`config.mk`:
```
export PLATFORM = sky130hd
export DESIGN_NAME = pwm_core_flat
export DESIGN_NICKNAME = d
export VERILOG_FILES = /design/src/rtl/pwm_pkg.sv /design/src/rtl/pwm_core_if.sv /design/src/rtl/pwm_breath_ramp.sv /design/src/rtl/pwm_core.sv /design/src/flat_wrapper.sv
export SDC_FILE = /design/constraint.sdc
export NUM_CORES = 1
export LEC_CHECK = 0
export ABC_AREA = 0
export CAP_MARGIN = 20
export CORE_MARGIN = 2
export CORE_UTILIZATION = 45
export DETAILED_ROUTE_END_ITERATION = 12
export HOLD_SLACK_MARGIN = 0.02
export PLACE_DENSITY = 0.76
export SLEW_MARGIN = 20
export SYNTH_ARGS = -nofsm -noshare
export SYNTH_HDL_FRONTEND = slang
export SYNTH_SLANG_ARGS = --single-unit
```
`constraint.sdc`:
```
create_clock -name s_axi_aclk_i -period 8.25 [get_ports s_axi_aclk_i]
set_input_delay 1.2375 -clock s_axi_aclk_i [delete_from_list [all_inputs] [get_ports s_axi_aclk_i]]
set_output_delay 1.2375 -clock s_axi_aclk_i [all_outputs]
set_load 0.03 [all_outputs]
```
`src/rtl/pwm_pkg.sv`:
```
// Shared PWM definitions: mode encodings and default datapath widths.
package pwm_pkg;

    localparam int CNT_W_DEF  = 32;
    localparam int STEP_W_DEF = 12;

    typedef enum logic [1:0] {
        PWM_MODE_OFF    = 2'b00,
        PWM_MODE_FIXED  = 2'b01,
        PWM_MODE_BREATH = 2'b10,
        PWM_MODE_RSVD   = 2'b11
    } pwm_mode_e;

    // Reserved mode behaves as off, so only these two ever drive the counter.
    function automatic logic mode_running(input logic [1:0] mode);
        return (mode == PWM_MODE_FIXED) || (mode == PWM_MODE_BREATH);
    endfunction

endpackage

```
`src/rtl/pwm_core_if.sv`:
```
// Configuration inputs and waveform outputs of the PWM core.
interface pwm_core_if
    import pwm_pkg::*;
#(
    parameter int CNT_W  = CNT_W_DEF,
    parameter int STEP_W = STEP_W_DEF
) ();

    logic [1:0]        pwm_mode;
    logic [CNT_W-1:0]  pwm_period;
    logic [CNT_W-1:0]  pwm_threshold1;
    logic [CNT_W-1:0]  pwm_threshold2;
    logic [STEP_W-1:0] pwm_step;
    logic              pwm;
    logic              period_end;

    modport master (
        output pwm_mode, pwm_period, pwm_threshold1, pwm_threshold2, pwm_step,
        input  pwm, period_end
    );

    modport slave (
        input  pwm_mode, pwm_period, pwm_threshold1, pwm_threshold2, pwm_step,
        output pwm, period_end
    );

endinterface

```
`src/rtl/pwm_breath_ramp.sv`:
```
// Breathing duty ramp: bounces duty between lo and hi by step once per update.
module pwm_breath_ramp
    import pwm_pkg::*;
#(
    parameter int CNT_W  = CNT_W_DEF,
    parameter int STEP_W = STEP_W_DEF
) (
    input  logic              clk,
    input  logic              rst,
    input  logic [CNT_W-1:0]  lo,
    input  logic [CNT_W-1:0]  hi,
    input  logic [STEP_W-1:0] step,
    input  logic              load,
    input  logic              update,
    output logic [CNT_W-1:0]  duty
);

    logic             up;
    logic             hold;
    logic [CNT_W-1:0] step_c;
    logic [CNT_W:0]   sum;
    logic [CNT_W:0]   floor_lvl;
    logic [CNT_W-1:0] diff;

    // One extra bit on the comparisons keeps duty+step and lo+step from wrapping.
    assign step_c    = {{(CNT_W-STEP_W){1'b0}}, step};
    assign sum       = {1'b0, duty} + {1'b0, step_c};
    assign floor_lvl = {1'b0, lo} + {1'b0, step_c};
    assign diff      = duty - step_c;
    assign hold      = (lo >= hi) || (step == '0);

    always_ff @(posedge clk) begin
        if (rst) begin
            duty <= '0;
            up   <= 1'b1;
        end else if (load) begin
            duty <= lo;
            up   <= 1'b1;
        end else if (update) begin
            if (hold) begin
                duty <= lo;
                up   <= 1'b1;
            end else if (up) begin
                if (sum >= {1'b0, hi}) begin
                    duty <= hi;
                    up   <= 1'b0;
                end else begin
                    duty <= sum[CNT_W-1:0];
                end
            end else begin
                if ({1'b0, duty} <= floor_lvl) begin
                    duty <= lo;
                    up   <= 1'b1;
                end else begin
                    duty <= diff;
                end
            end
        end
    end

endmodule

```
`src/rtl/pwm_core.sv`:
```
// PWM core: period counter with shadowed settings, fixed or breathing duty.
module pwm_core
    import pwm_pkg::*;
#(
    parameter int CNT_W  = CNT_W_DEF,
    parameter int STEP_W = STEP_W_DEF
) (
    input  logic       s_axi_aclk_i,
    input  logic       s_axi_aresetn_i,
    pwm_core_if.slave  bus
);

    logic [1:0]        mode_q;
    logic [CNT_W-1:0]  cnt;
    logic [CNT_W-1:0]  period_sh;
    logic [CNT_W-1:0]  th1_sh;
    logic [CNT_W-1:0]  th2_sh;
    logic [STEP_W-1:0] step_sh;
    logic [CNT_W-1:0]  ramp_duty;
    logic [CNT_W-1:0]  ramp_lo;
    logic [CNT_W-1:0]  duty;
    logic              active;
    logic              wrap;
    logic              pwm_q;

    // A mode change, an off mode or a zero period all park the counter at 0
    // and keep reloading the shadows, so the next real period starts clean.
    assign active  = (bus.pwm_mode == mode_q) && mode_running(mode_q) && (period_sh != '0);
    assign wrap    = active && (cnt == period_sh - CNT_W'(1));
    assign duty    = (mode_q == PWM_MODE_BREATH) ? ramp_duty : th1_sh;
    assign ramp_lo = active ? th1_sh : bus.pwm_threshold1;

    pwm_breath_ramp #(
        .CNT_W  (CNT_W),
        .STEP_W (STEP_W)
    ) u_ramp (
        .clk    (s_axi_aclk_i),
        .rst    (s_axi_aresetn_i),
        .lo     (ramp_lo),
        .hi     (th2_sh),
        .step   (step_sh),
        .load   (!active),
        .update (wrap && (mode_q == PWM_MODE_BREATH)),
        .duty   (ramp_duty)
    );

    always_ff @(posedge s_axi_aclk_i) begin
        if (s_axi_aresetn_i) begin
            mode_q    <= PWM_MODE_OFF;
            cnt       <= '0;
            period_sh <= '0;
            th1_sh    <= '0;
            th2_sh    <= '0;
            step_sh   <= '0;
            pwm_q     <= 1'b0;
        end else begin
            mode_q <= bus.pwm_mode;
            pwm_q  <= active && (cnt < duty);
            if (!active || wrap) begin
                cnt       <= '0;
                period_sh <= bus.pwm_period;
                th1_sh    <= bus.pwm_threshold1;
                th2_sh    <= bus.pwm_threshold2;
                step_sh   <= bus.pwm_step;
            end else begin
                cnt <= cnt + CNT_W'(1);
            end
        end
    end

    assign bus.pwm        = pwm_q;
    assign bus.period_end = wrap && !s_axi_aresetn_i;

endmodule

```
`src/flat_wrapper.sv`:
```
// flat-port wrapper written by rule: the top's interface ports become plain ports
module pwm_core_flat import pwm_pkg::*;
#(
    parameter int CNT_W  = CNT_W_DEF,
    parameter int STEP_W = STEP_W_DEF
)
  (s_axi_aclk_i, s_axi_aresetn_i, bus_pwm_mode, bus_pwm_period, bus_pwm_threshold1, bus_pwm_threshold2, bus_pwm_step, bus_pwm, bus_period_end);
  pwm_core_if #(.CNT_W(CNT_W), .STEP_W(STEP_W)) bus_i ();
  input  logic s_axi_aclk_i;
  input  logic s_axi_aresetn_i;
  input wire logic [$bits(bus_i.pwm_mode)-1:0] bus_pwm_mode;
  input wire logic [$bits(bus_i.pwm_period)-1:0] bus_pwm_period;
  input wire logic [$bits(bus_i.pwm_threshold1)-1:0] bus_pwm_threshold1;
  input wire logic [$bits(bus_i.pwm_threshold2)-1:0] bus_pwm_threshold2;
  input wire logic [$bits(bus_i.pwm_step)-1:0] bus_pwm_step;
  output wire logic [$bits(bus_i.pwm)-1:0] bus_pwm;
  output wire logic [$bits(bus_i.period_end)-1:0] bus_period_end;
  assign bus_i.pwm_mode = bus_pwm_mode;
  assign bus_i.pwm_period = bus_pwm_period;
  assign bus_i.pwm_threshold1 = bus_pwm_threshold1;
  assign bus_i.pwm_threshold2 = bus_pwm_threshold2;
  assign bus_i.pwm_step = bus_pwm_step;
  assign bus_pwm = bus_i.pwm;
  assign bus_period_end = bus_i.period_end;
  pwm_core #(.CNT_W(CNT_W), .STEP_W(STEP_W)) u_core (.s_axi_aclk_i(s_axi_aclk_i), .s_axi_aresetn_i(s_axi_aresetn_i), .bus(bus_i));
endmodule
```
# Word level (Yosys, flattened, before mapping)
# Cells that the tools add are included.
[totals]
output_inout_bits = 2
elab_cells = 51
ff_bits = 176
input_bits = 112
[classes]
n_mux = 12
bitwise = 1
magnitude_cmp = 4
n_reduce_logical = 15
add_sub_neg = 5
eq_ne = 5
[ops]
columns = ["operator", "count"]
rows = [
  ["32-bit two-way mux", 8],
  ["32-bit by 12-bit adder with 33-bit output", 2],
  ["33-bit by 32-bit greater-or-equal comparator with 1-bit output", 1],
  ["32-bit by 33-bit <= comparator with 1-bit output", 1],
  ["32-bit by 1-bit adder with 32-bit output, second input constant", 1],
  ["32-bit equality test", 1],
  ["32-bit greater-or-equal comparator", 1],
  ["32-bit < comparator", 1],
  ["32-bit nonzero test", 1],
  ["32-bit by 1-bit subtractor with 32-bit output, second input constant", 1],
  ["32-bit by 12-bit subtractor with 32-bit output", 1],
  ["12-bit zero test", 1],
  ["1-bit logical AND", 6],
  ["1-bit two-way mux", 4],
  ["2-bit OR reduction", 2],
  ["1-bit logical OR", 3],
  ["2-bit by 1-bit equality test with 1-bit output, second input constant", 1],
  ["2-bit equality test", 1],
  ["2-bit equality test, second input constant", 1],
  ["1-bit zero test", 2],
  ["2-bit inequality test, second input constant", 1],
  ["1-bit NOT", 1],
]

# Depth between registers and ports, before layout
[logic_depth]
depth_word = 12
ltp_mapped = 35
mapped_depth_nobuf = 30

# Hierarchy
# Synthesis repeated with hierarchy kept, for this count alone.
[hier_totals]
hier_cells = 1943
hier_area_um2 = 15753.9
[by_module_without_submodules]
columns = ["mod", "area_each_um2", "cells_per_inst", "seq_area_each_um2", "n_inst"]
rows = [
  ["pwm_core", 8916.1, 1019, 2862.7, 1],
  ["pwm_breath_ramp", 6837.8, 924, 660.6, 1],
]

# Worst setup path before layout
# OpenSTA, ideal clock, no wires.
[synth_timing]
path_type = "input port to flip-flop"
startpoint = "input bus_pwm_mode[1]"
endpoint = "register u_core.u_ramp.duty[19]"
t_required_ns = 8.158
slack_ns = 0.190
arrival_ns = 7.968
path_stages = 31
setup_ns = 0.092
n_path_buf = 5
cell_sequence = "xor2_1 or3_1 a31oi_2 clkbuf_1 buf_1 buf_1 mux2i_1 inv_1 ha_1 a21o_1 a21oi_1 o21bai_1 a2111oi_0 a211o_1 o2111a_1 nand2b_1 nor2b_1 nand2_1 xor2_1 ha_1 nand4_1 nor4_1 o311ai_0 a41oi_1 o21a_1 or3b_1 buf_2 buf_2 o32ai_1 a21oi_1 o32ai_1"
[synth_via]
elab_chain_cells = 11
elab_cells_between_ends = 16
classes_between = "add/sub (1); order compare (2); eq/ne (2); mux (6); reduce/logical (5)"
[synth_rtl]
columns = ["item", "line", "source"]
rows = [
  ["start: declaration", "flat_wrapper.sv:11", "input wire logic [$bits(bus_i.pwm_mode)-1:0] bus_pwm_mode;"],
  ["2-bit equality test *", "pwm_core.sv:28", "assign active = (bus.pwm_mode == mode_q) && mode_running(mode_q) && (period_sh != '0);"],
  ["1-bit logical AND * (2 in series)", "pwm_core.sv:28", ""],
  ["32-bit two-way mux", "pwm_core.sv:31", "assign ramp_lo = active ? th1_sh : bus.pwm_threshold1;"],
  ["32-bit by 12-bit adder with 33-bit output", "pwm_breath_ramp.sv:28", "assign floor_lvl = {1'b0, lo} + {1'b0, step_c};"],
  ["32-bit by 33-bit <= comparator with 1-bit output", "pwm_breath_ramp.sv:51", "if ({1'b0, duty} <= floor_lvl) begin"],
  ["32-bit two-way mux", "pwm_breath_ramp.sv:51", ""],
  ["32-bit two-way mux", "pwm_breath_ramp.sv:43", "end else if (up) begin"],
  ["32-bit two-way mux", "pwm_breath_ramp.sv:40", "if (hold) begin"],
  ["32-bit two-way mux", "pwm_breath_ramp.sv:39", "end else if (update) begin"],
  ["32-bit two-way mux", "pwm_breath_ramp.sv:36", "end else if (load) begin"],
  ["end signal: assignment", "pwm_breath_ramp.sv:37", "duty <= lo;"],
  ["end signal: assignment", "pwm_breath_ramp.sv:41", "duty <= lo;"],
  ["end signal: assignment", "pwm_breath_ramp.sv:45", "duty <= hi;"],
  ["end: declaration", "pwm_breath_ramp.sv:15", "output logic [CNT_W-1:0] duty"],
]
# Mark *: on every way between the ends. The rest lies on a longest branch, timed or not. The select of a mux whose other input is x is not followed.
# A chain may end at the register's enable or synchronous reset.

# Worst setup path in the final report
[layout_timing]
startpoint = "input bus_pwm_mode[1]"
endpoint = "register u_core.u_ramp.duty[17]"
# The elaborated chain is that of the path after synthesis.

==> impl_metrics.env <==
export IMPL_max_freq_mhz=132
export IMPL_vias_per_cell=6.02
export IMPL_ir_drop_mv=0.161
export IMPL_ys_ff_latch=176
export IMPL_clock_path_buffers=2
export IMPL_clkLatencyLatePin_ns=0.45
export IMPL_grt_use_total=0.259
export IMPL_powerDensity_nw_per_um2=166
export IMPL_ios=114
export IMPL_period_minus_slack_ns=7.56
export IMPL_avgSynthCellArea_um2=8.15
export IMPL_yosys_warnings=0
export IMPL_drv_cap=0
export IMPL_cp_max_fo=22
export IMPL_dieWidth_um=188
export IMPL_synth_nets=2147
export IMPL_finalCritPeriodShare=0.916
export IMPL_grt_ovfl_total=0
export IMPL_maxSlewHeadroom=0.307
export IMPL_first_pass_iters=5
export IMPL_areaGrowthSynthToFinish_pct=14.0
export IMPL_drive_gt1_frac=0.0528
export IMPL_hp_start="u_core.th2_sh[25]"
export IMPL_drt_iter0_drc=1277
export IMPL_h_tree_depth=4
export IMPL_cts_tree="done"
export IMPL_die_y_um=188
export IMPL_ys_types=78
export IMPL_layout_setup_ws_ns=0.689
export IMPL_fin_total_pwr_uw=2890
export IMPL_fillers=3187
export IMPL_slowest_delay_ns=0.44
export IMPL_cts_sink_count=176
export IMPL_drc_errors=0
export IMPL_grt_pass1_wl_mm=73.6
export IMPL_drv_slew=0
export IMPL_cts_buffers=17
export IMPL_rows=67
export IMPL_design_core_area_um2=33400
export IMPL_antenna_found_initial=3
export IMPL_finClkSkew_ns=0.0143
export IMPL_startpoint="bus_pwm_mode[1]"
export IMPL_grt_start_max_net_pins=97
export IMPL_arrival_ns=7.93
export IMPL_holdCritPathClass="register to register"
export IMPL_initial_core_util=0.456
export IMPL_p_leak_uw=0.00757
export IMPL_routed_wl_mm=45.8
export IMPL_dp_slack_ns=-0.179
export IMPL_ys_flop_type="dfxtp_1"
export IMPL_syn_inst=1866
export IMPL_cts_root_buf="clkbuf_16"
export IMPL_r2r_start="u_core.period_sh[0]"
export IMPL_ys_seq_area_frac=0.232
export IMPL_grt_pass1_vias=13700
export IMPL_drtAntennaViolNets=0
export IMPL_portBuffers=113
export IMPL_tightest_slew_ns=1.04
export IMPL_start_kind="primary input"
export IMPL_worstPathRequired_ns=8.62
export IMPL_placed_area_um2=16600
export IMPL_async_flop_share=0
export IMPL_crit_slowest_cell="clkdlybuf4s50_1"
export IMPL_clkTransAtPathRegs_ns=0.08
export IMPL_synth_edf_count=0
export IMPL_die_area_um2=35300
export IMPL_num_vias=14300
export IMPL_wl_per_cell_um=19.2
export IMPL_end_kind="register"
export IMPL_fin_area_um2=17300
export IMPL_gp_congestion=0.957
export IMPL_finalHoldViolCount=0
export IMPL_setup_viol_count_final=0
export IMPL_place_hpwl_mm=35.4
export IMPL_rsz0062_at_grt="false"
export IMPL_layout_nets=2199
export IMPL_critPathKind="primary input to register"
export IMPL_synth_area_um2=15200
export IMPL_status="complete, no violations"
## placed cells by master, fill, tap and decap left out, types with 63 or more instances in the layout
cell and instances:
xor2_1 63, a21oi_1 101, clkdlybuf4s50_1 112, ha_1 165
inv_1 92, o21ai_0 74, dfxtp_1 176, nand2_1 99
mux2i_1 171, xnor2_1 71, nor2_1 231
## power breakdown
group / total [uW] / internal (uW) / switching (uW)
logic: 930 / 405 / 526
registers: 998 / 904 / 94.0
clock network: 957 / 574 / 384
total: 2890 / 1880 / 1000
## worst max-delay path, delay by kind of cell
kind	cells	cell delay, ns
xor+xnor	2	0.29
simple gates	8	1.74
compound gates	13	2.75
mux	1	0.27
buf+inv	4	1.01
fa+ha+maj	2	0.60
## path summary, 6_finish.rpt
check             depth (start not counted)                      to  slack [ns]
setup / recovery                         30  u_core.u_ramp.duty[17]        0.69
hold / removal                            2       u_core.th2_sh[25]        0.50
hold reg to reg                           2       u_core.th2_sh[25]        0.50
setup reg to reg                         31  u_core.u_ramp.duty[17]        0.82
## Yosys cell counts, types with 6 or more instances
library cell	count	area [um^2]
nor2_1	232	871
nand4_1	41	257
dfxtp_1	176	3520
and3_1	24	150
nand2b_1	20	125
nand2_1	99	372
a31oi_1	13	81.3
o22ai_1	6	37.5
xnor2_1	71	622
o211ai_1	14	105
a22oi_1	10	75.1
buf_1	8	30.0
or3_1	18	113
and2_1	6	37.5
buf_4	10	75.1
nor4_1	14	87.6
nor3_1	45	225
clkbuf_1	65	244
a21oi_1	101	505
buf_2	9	45.0
o21a_1	15	113
a211oi_1	21	158
xor2_1	63	552
nor3b_1	7	52.6
and4_1	8	70.1
nor2b_1	23	144
ha_1	166	2080
a211o_1	12	105
nand3b_1	6	45.0
inv_1	92	345
mux2_2	28	315
o21ai_0	74	370
a32o_1	6	60.1
mux2i_1	172	1720
a21o_1	18	135
or4_1	11	82.6
o32ai_1	10	87.6
o31ai_1	8	60.1
nand3_1	54	270
## flip-flops by register name, indices dropped and copies added, names as in the netlist
signal,flops
u_core.cnt,32
u_core.period_sh,32
u_core.th1_sh,32
u_core.th2_sh,32
u_core.u_ramp.duty,32
u_core.step_sh,12
u_core.mode_q,2
u_core.bus.pwm,1
u_core.u_ramp.up,1
## per-layer routing
| layer | vias up | global-route usage | wire length, um |
|---|---|---|---|
| li1 | 6867 | - | - |
| met1 | 6825 | 0.337 | 20000 |
| met2 | 531 | 0.433 | 21200 |
| met3 | 120 | 0.0397 | 2900 |
| met4 | 0 | 0.101 | 1710 |
| met5 | - | 0 | 0 |
## per-stage QoR
stage	hold slack, ns	instances	utilization	TNS (ns)
after detailed placement	0.487	2345	0.498	-1.05
after global placement	0.479	2345	0.498	0
after CTS	0.504	2377	0.518	0
after global routing	0.535	2381	0.520	0
after floorplan	0.460	1866	-	0
final	0.497	2381	0.520	0
## cells by family (layout without fill, tap and decap cells)
| group | after synthesis | count (layout) | synth area share |
|---|---|---|---|
| AO/OA/AOI/OAI | 369 | 369 | 0.161 |
| XOR/XNOR | 134 | 134 | 0.0772 |
| adder cells (fa/ha/maj) | 169 | 169 | 0.141 |
| buffers and inverters | 189 | 254 | 0.0523 |
| flip-flops | 176 | 176 | 0.232 |
| multiplexers | 200 | 200 | 0.134 |
| other | 0 | 2 | 0 |
| AND/OR/NAND/NOR | 629 | 629 | 0.204 |
## cell type report
type	count	area, um^2	area share
diodes	2	5.00	0.000289
clock buffers	17	425	0.0245
clock inverters	15	255	0.0147
inverters	92	345	0.0199
multi-input cells	1501	10900	0.631
flip-flops and latches	176	3520	0.203
well taps	448	561	0.0323
repair buffers	130	1280	0.0739
## repair_timing
item / in CTS / in global routing
setup endpoints to repair: 0 / 32
resized for setup: 0 / 5
hold buffers: 0 / 0
buffers inserted: 0 / 2
(Power assumes the default switching activity.)
